--- config.mk ---
export PLATFORM = sky130hd
export DESIGN_NAME = vga_timing_ctrl
export DESIGN_NICKNAME = d
export VERILOG_FILES = /design/src/rtl/vga_pkg.sv /design/src/rtl/pix_tick_gen.sv /design/src/rtl/vga_timing_ctrl.sv
export SDC_FILE = /design/constraint.sdc
export NUM_CORES = 1
export LEC_CHECK = 0
export BUFFER_PORTS_ARGS = -buffer_cell sky130_fd_sc_hd__clkbuf_2
export CORE_MARGIN = 5
export CORE_UTILIZATION = 30
export DETAILED_ROUTE_END_ITERATION = 10
export GPL_ROUTABILITY_DRIVEN = 0
export SYNTH_ARGS = -nofsm -noshare
export SYNTH_HDL_FRONTEND = slang
export SYNTH_HIERARCHICAL = 1
export SYNTH_SLANG_ARGS = --single-unit
export TNS_END_PERCENT = 50
--- constraint.sdc ---
create_clock -name clk -period 2.58 [get_ports clk]
set_input_delay 0 -clock clk [delete_from_list [all_inputs] [get_ports clk]]
set_output_delay 0 -clock clk [all_outputs]
set_load 0.005 [all_outputs]
--- src/rtl/vga_pkg.sv ---
// Shared raster timing for the 640x480@60 display: default phase lengths,
// derived totals and the scan-phase encoding used by both raster FSMs.
package vga_pkg;

    localparam int CNT_W = 10;

    localparam int DEF_DIV      = 4;
    localparam int DEF_H_ACTIVE = 640;
    localparam int DEF_H_FP     = 16;
    localparam int DEF_H_SYNC   = 96;
    localparam int DEF_H_BP     = 48;
    localparam int DEF_V_ACTIVE = 480;
    localparam int DEF_V_FP     = 10;
    localparam int DEF_V_SYNC   = 2;
    localparam int DEF_V_BP     = 33;

    localparam int DEF_H_TOTAL = DEF_H_ACTIVE + DEF_H_FP + DEF_H_SYNC + DEF_H_BP;
    localparam int DEF_V_TOTAL = DEF_V_ACTIVE + DEF_V_FP + DEF_V_SYNC + DEF_V_BP;

    typedef enum logic [1:0] {
        ACT  = 2'd0,
        FP   = 2'd1,
        SYNC = 2'd2,
        BP   = 2'd3
    } phase_t;

    // Phase after a counter step, given the count value being stepped away from.
    function automatic phase_t next_phase(
        input phase_t           cur,
        input logic [CNT_W-1:0] cnt,
        input logic [CNT_W-1:0] end_act,
        input logic [CNT_W-1:0] end_fp,
        input logic [CNT_W-1:0] end_sync,
        input logic [CNT_W-1:0] end_bp
    );
        phase_t nxt;
        nxt = cur;
        case (cur)
            ACT:     if (cnt == end_act)  nxt = FP;
            FP:      if (cnt == end_fp)   nxt = SYNC;
            SYNC:    if (cnt == end_sync) nxt = BP;
            default: if (cnt == end_bp)   nxt = ACT;
        endcase
        return nxt;
    endfunction

endpackage

--- src/rtl/pix_tick_gen.sv ---
// Pixel clock-enable: registered one-clk pulse every DIV enabled clocks, first one DIV clks after reset.
// en low freezes the divider phase and masks the pulse; no backpressure beyond that.
module pix_tick_gen #(
    parameter int DIV = 4
) (
    input  logic clk,
    input  logic rst,
    input  logic en,
    output logic pix_en
);

    localparam int CW = $clog2(DIV);
    localparam logic [CW-1:0] LAST = CW'(DIV - 1);

    logic [CW-1:0] div_cnt;

    always_ff @(posedge clk) begin
        if (rst) begin
            div_cnt <= '0;
            pix_en  <= 1'b0;
        end else if (en) begin
            pix_en  <= (div_cnt == LAST);
            div_cnt <= (div_cnt == LAST) ? '0 : div_cnt + CW'(1);
        end else begin
            pix_en  <= 1'b0;
        end
    end

endmodule

--- src/rtl/vga_timing_ctrl.sv ---
// Raster scheduler: pixel/line counters with H and V phase FSMs; all outputs are registers or decodes of them.
// Counters step on the edge after each pix_en pulse; en low holds every counter and masks all strobes.
module vga_timing_ctrl
    import vga_pkg::*;
#(
    parameter int DIV      = DEF_DIV,
    parameter int H_ACTIVE = DEF_H_ACTIVE,
    parameter int H_FP     = DEF_H_FP,
    parameter int H_SYNC   = DEF_H_SYNC,
    parameter int H_BP     = DEF_H_BP,
    parameter int V_ACTIVE = DEF_V_ACTIVE,
    parameter int V_FP     = DEF_V_FP,
    parameter int V_SYNC   = DEF_V_SYNC,
    parameter int V_BP     = DEF_V_BP
) (
    input  logic             clk,
    input  logic             rst,
    input  logic             en,
    output logic             pix_en,
    output logic             hsync,
    output logic             vsync,
    output logic             video_on,
    output logic [CNT_W-1:0] x,
    output logic [CNT_W-1:0] y,
    output logic             line_start,
    output logic             frame_start
);

    localparam int H_TOTAL = H_ACTIVE + H_FP + H_SYNC + H_BP;
    localparam int V_TOTAL = V_ACTIVE + V_FP + V_SYNC + V_BP;

    // Last count of each phase; stepping off it moves the FSM on.
    localparam logic [CNT_W-1:0] H_END_ACT  = CNT_W'(H_ACTIVE - 1);
    localparam logic [CNT_W-1:0] H_END_FP   = CNT_W'(H_ACTIVE + H_FP - 1);
    localparam logic [CNT_W-1:0] H_END_SYNC = CNT_W'(H_ACTIVE + H_FP + H_SYNC - 1);
    localparam logic [CNT_W-1:0] H_END_BP   = CNT_W'(H_TOTAL - 1);
    localparam logic [CNT_W-1:0] V_END_ACT  = CNT_W'(V_ACTIVE - 1);
    localparam logic [CNT_W-1:0] V_END_FP   = CNT_W'(V_ACTIVE + V_FP - 1);
    localparam logic [CNT_W-1:0] V_END_SYNC = CNT_W'(V_ACTIVE + V_FP + V_SYNC - 1);
    localparam logic [CNT_W-1:0] V_END_BP   = CNT_W'(V_TOTAL - 1);

    phase_t h_phase;
    phase_t v_phase;
    logic   step;
    logic   line_end;
    logic   frame_end;

    pix_tick_gen #(
        .DIV(DIV)
    ) u_tick (
        .clk    (clk),
        .rst    (rst),
        .en     (en),
        .pix_en (pix_en)
    );

    // A pulse seen while en is low is not consumed, so a freeze never advances the raster.
    assign step      = pix_en & en;
    assign line_end  = step & (x == H_END_BP);
    assign frame_end = line_end & (y == V_END_BP);

    always_ff @(posedge clk) begin
        if (rst) begin
            x           <= '0;
            y           <= '0;
            h_phase     <= ACT;
            v_phase     <= ACT;
            line_start  <= 1'b0;
            frame_start <= 1'b0;
        end else begin
            line_start  <= line_end;
            frame_start <= frame_end;
            if (step) begin
                x       <= line_end ? '0 : x + CNT_W'(1);
                h_phase <= next_phase(h_phase, x, H_END_ACT, H_END_FP, H_END_SYNC, H_END_BP);
            end
            if (line_end) begin
                y       <= frame_end ? '0 : y + CNT_W'(1);
                v_phase <= next_phase(v_phase, y, V_END_ACT, V_END_FP, V_END_SYNC, V_END_BP);
            end
        end
    end

    assign hsync    = (h_phase != SYNC);
    assign vsync    = (v_phase != SYNC);
    assign video_on = (h_phase == ACT) && (v_phase == ACT);

endmodule

# Word-level counts from Yosys, hierarchy flattened
# Cells that the tools add are included.
# Widths: inputs -> output; s select.
[word_totals]
register_bits = 29
inputBits = 3
output_inout_bits = 26
[classes]
n_addsub = 3
n_eq_ne = 21
muxes = 13
n_bitwise = 4
n_reduce_logical = 8
[ops]
columns = ["op", "count"]
rows = [
  ["$eq 10x10->1 const B", 5],
  ["$eq 10x9->1 const B", 3],
  ["$add 10x1->10 const B", 2],
  ["$mux 10", 2],
  ["$mux 2", 9],
  ["$ne 2x2->1 const B", 8],
  ["$pmux 2 s3", 2],
  ["$reduce_and 5->1", 2],
  ["$reduce_bool 4->1", 2],
  ["$eq 2x2->1 const B", 3],
  ["$eq 2x1->1 const B", 2],
  ["$logic_not 2->1", 2],
  ["$and 1x1->1", 3],
  ["$add 2x1->2 const B", 1],
  ["$reduce_or 2->1", 1],
  ["$logic_and 1x1->1", 1],
  ["$not 1->1", 1],
]

# Logic depth before layout (Yosys ltp)
[logic_depth]
word_depth = 4
depth_mapped = 7

# Cells and area by module
# The synthesis kept the hierarchy.
[by_module_without_submodules]
columns = ["module", "instances", "cells_each", "area_per_inst_um2"]
rows = [
  ["vga_timing_ctrl", 1, 171, 1457.6],
  ["pix_tick_gen", 1, 10, 115.1],
]

# Least setup slack after synthesis
# No wires, ideal clock.
[synth_path]
path_kind = "reg-to-reg"
startpoint = "register x[0]"
endpoint = "register y[8]"
setup_ns = 0.066
arrival_time_ns = 1.940
required_time_ns = 2.514
path_slack_ns = 0.573
stages_incl_launch_ff = 7
path_buffers = 1
synth_period_minus_slack_ns = 2.007
path_cell_list = "dfxtp_1 > ha_1 > nand4_2 > or4_4 > buf_6 > or3_1 > a21oi_2"
[synth_between]
elab_chain_cells = 4
[synth_rtl]
columns = ["item", "line", "text"]
rows = [
  ["start: declaration", "vga_timing_ctrl.sv:23", "output logic [CNT_W-1:0] x,"],
  ["start signal: assignment", "vga_timing_ctrl.sv:74", "x <= line_end ? '0 : x + CNT_W'(1);"],
  ["$eq 10x10->1 *", "vga_timing_ctrl.sv:59", "assign line_end = step & (x == H_END_BP);"],
  ["$and 1x1->1 *", "vga_timing_ctrl.sv:59", ""],
  ["$and 1x1->1", "vga_timing_ctrl.sv:60", "assign frame_end = line_end & (y == V_END_BP);"],
  ["$mux 10", "vga_timing_ctrl.sv:78", "y <= frame_end ? '0 : y + CNT_W'(1);"],
  ["end signal: assignment", "vga_timing_ctrl.sv:78", ""],
  ["end: declaration", "vga_timing_ctrl.sv:24", "output logic [CNT_W-1:0] y,"],
]
# Mark *: on every way between the ends. The rest lies on a longest branch, timed or not.
# A chain may end at the register's enable or synchronous reset.

# Final worst setup path
[layout_path]
startpoint = "register x[0]"
endpoint = "register v_phase[1]"
[layout_between]
elab_chain_cells = 3
[layout_rtl]
columns = ["item", "line", "text"]
rows = [
  ["$eq 10x10->1", "vga_timing_ctrl.sv:59", ""],
  ["$and 1x1->1", "vga_timing_ctrl.sv:59", ""],
  ["$reduce_and 5->1 (no line)", "--", ""],
  ["end signal: assignment", "vga_timing_ctrl.sv:79", "v_phase <= next_phase(v_phase, y, V_END_ACT, V_END_FP, V_END_SYNC, V_END_BP);"],
  ["end: declaration", "vga_timing_ctrl.sv:43", "phase_t v_phase;"],
]
# Every way passes these cells.

==> impl_metrics.csv <==
group,metric,value,unit
worst_setup_path,r2r_slack,330,ps
worst_setup_path,ff2ff_path_depth,6,
synthesis,ys_async_sr_fraction,0,
worst_setup_path,startpoint_type,"flop",
clocking,tritoncts,"yes",
floorplanning,rows,26,
sta,worstMarginPinSlew,716,ps
synthesis,synth_top_flop_cell,"dfxtp_1",
detailed_routing,vias,1438,
place,io_buffers,28,
place,dp_hpwl,2.79,mm
min_path,hold_path_depth,3,
global_routing,antenna_found_initial,0,
sta,min_period_over_period,0.873,
sta,setup_ws,327,ps
floorplanning,core_area,0.00511,sq mm
synthesis,avgSynthCellArea,8.69,sq um
power_and_ir_drop,ir_drop,0.223,mV
clocking,post_cts_buffers,0,
sta,setup_viol,0,
synthesis,synth_cell_types,46,
clocking,cts.sinks,29,
synthesis,ys_seq_elements,29,
synthesis,yosysSeqAreaShare,0.369,
layout,layout-drive-gt1-share,0.200,
clocking,clockRootBuffer,"clkbuf_8",
worst_setup_path,r2r-end,"v_phase[1]",
global_routing,grt_pass1_wl,6.55,mm
place,place_area,0.00178,sq mm
floorplanning,fp.dieW,82.4,um
sta,finalHoldViolations,0,
detailed_routing,drtAntennaViolNets,0,
detailed_routing,drtIter0Drc,103,
run,maxCapViolCount,0,
worst_setup_path,worstReg2RegStart,"x[0]",
worst_setup_path,cp_max_fo,7,
power_and_ir_drop,powerDensity,473,mW/mm^2
synthesis,synth_nets,196,
clocking,clkTransAtPathRegs,70,ps
min_path,worstHoldEndpoint,"u_tick/div_cnt[1]",
clocking,cts_buffers,5,
clocking,postCtsHoldBufs,0,
outcome,outcome,"completed",
floorplanning,initial_core_util,0.308,
worst_setup_path,crit_required,2760,ps
sta,drv_slew,0,
detailed_routing,viasPerCell,5.05,
min_path,min_path_type,"in2reg",
detailed_routing,drc,0,
layout,diodes,0,
global_routing,grt_pass1_vias,1346,
sta,fin_skew,9.07,ps
sta,fin_setup_tns,0,ps
worst_setup_path,path_class,"reg2reg",
floorplanning,fp.dieArea,0.00679,sq mm
synthesis,ys.warnings.count,6,
detailed_routing,avgRoutedWirePerCell,13.3,um
floorplanning,die_h,82.4,um
worst_setup_path,worstPathCellList,"ha_1 > nand4_2 > nor3_1 > nor4b_1 > a31oi_1 > a311oi_1",
sta,period_minus_slack,2250,ps
worst_setup_path,cp-end-kind,"flop",
layout,nets,229,
sta,maxSlewHeadroom,0.516,
sta,fmax,444,MHz
clocking,clock_latency,280,ps
detailed_routing,routed_wl,3.78,mm
global_routing,track_usage,0.126,
clocking,htreeDepth,2,
floorplanning,ioPinCount,29,
place,dp_slack,403,ps
clocking,clock_path_buffers,2,
worst_setup_path,slowest_delay,620,ps
detailed_routing,first_pass_iters,4,
global_routing,grt_max_degree,15,
clocking,cts-resized-gates,0,
min_path,min-delay-start,"en",
worst_setup_path,crit_family,"simple AND/OR/NAND/NOR gates",
sta,rsz0062_at_grt,"false",
layout,area_delta_synth_final,19.7,%
synthesis,syn_area,0.00157,sq mm
worst_setup_path,crit_slowest_cell,"nor4b_1",
worst_setup_path,critPathBufInv,0,
layout,n_fill_cell,555,
power_and_ir_drop,leakage,0.000751,uW
synthesis,synth_cells,181,
synthesis,synth_edf_count,0,
global_routing,grt_overflow_total,0,
worst_setup_path,arrival,2440,ps
layout,stdcell_area,0.00188,sq mm
-- cells in the mapped netlist, drive strengths merged, types with 2 or more instances --
cell type | n | area (sq um)
buf | 2 | 22.5
nor3 | 4 | 20.0
dfxtp | 29 | 581
and2 | 4 | 25.0
o21ai | 6 | 33.8
a21oi | 9 | 48.8
a311oi | 2 | 17.5
o211ai | 2 | 15.0
o22ai | 2 | 12.5
and4 | 3 | 26.3
or4 | 2 | 18.8
a31oi | 2 | 12.5
nor2 | 23 | 86.3
nand3 | 8 | 40.0
or3 | 3 | 18.8
nand2 | 13 | 48.8
nand4 | 7 | 50.1
nor4 | 2 | 18.8
inv | 13 | 48.8
xor2 | 12 | 105
nor4b | 2 | 17.5
ha | 12 | 150
-- logic make-up after synthesis --
logic type / count (synthesis) / synth area share
DFF: 29 / 0.369
buffers and inverters: 16 / 0.0477
adders and majority gates: 12 / 0.0955
muxes: 2 / 0.0135
AOI/OAI and AO/OA: 29 / 0.119
and+or+nand+nor: 80 / 0.282
xor gates and xnor gates: 13 / 0.0724
-- how the worst max path moves through the flow --
stage	from	end	slack, ps	cells after the start
floorplan	x[0]	y[8]	570	6
global placement	x[0]	v_phase[1]	510	6
detailed placement	x[0]	v_phase[1]	400	6
CTS	x[0]	v_phase[1]	370	6
global route	x[0]	v_phase[0]	140	6
finish	x[0]	v_phase[1]	330	6
-- cell type report --
type / count / area (sq um) / share of cell area
multi-input combinational: 136 / 917 / 0.487
timing repair buffer: 29 / 148 / 0.0784
inverter: 13 / 48.8 / 0.0259
clock buffer: 7 / 96.3 / 0.0512
sequential: 29 / 581 / 0.308
clock inverter: 1 / 5.00 / 0.00266
tap: 70 / 87.6 / 0.0465
-- where the power goes --
group / switching, uW / internal, uW
sequential: 1.74 / 450
combinational: 12.4 / 5.70
clock: 180 / 241
-- tightest hold or removal path: cells and delay by family --
| kind | cells | cell delay [ps] |
|---|---|---|
| and+or+nand+nor | 1 | 70 |
| buffers and inverters | 1 | 130 |
| muxes | 1 | 80 |
-- registers in the layout, summed over array words and instances (netlist names) --
| name | cells |
|---|---|
| frame_start | 1 |
| h_phase | 2 |
| line_start | 1 |
| u_tick/div_cnt | 2 |
| u_tick/pix_en | 1 |
| v_phase | 2 |
| x | 10 |
| y | 10 |
-- metrics by stage --
step                      hold slack (ps)  utilization  total power [uW]  cells
after global placement                319        0.349               480    277
after floorplan                      69.1            -               473    181
final                                26.7        0.369               891    285
after detailed placement              326        0.349               481    277
after CTS                            26.7        0.369               899    285
after global routing                 47.5        0.369               931    285
-- metal layers --
metal | up-vias | routed length [um] | GRT usage
met1 | 680 | 1730 | 0.161
met3 | 9 | 157 | 0.0293
met2 | 34 | 1810 | 0.200
met5 | - | 0 | 0
met4 | 0 | 74 | 0.0598
li1 | 715 | - | -
-- cell usage in the layout (no fill, tap or decap), types with 2 or more instances in the layout --
cell      instances
nand3_1           8
a311oi_1          2
clkbuf_2         28
nor3_1            4
inv_1            13
o211ai_1          2
and2_1            4
dfxtp_1          29
xor2_1           12
nor2_1           23
and4_1            3
ha_1             12
or3_1             3
o22ai_1           2
o21ai_0           5
a31oi_1           2
nand2_1          13
nand4_1           6
a21oi_1           8
nor4b_1           2
clkbuf_8          7
Note: power is estimated with default switching activity, not from simulation.
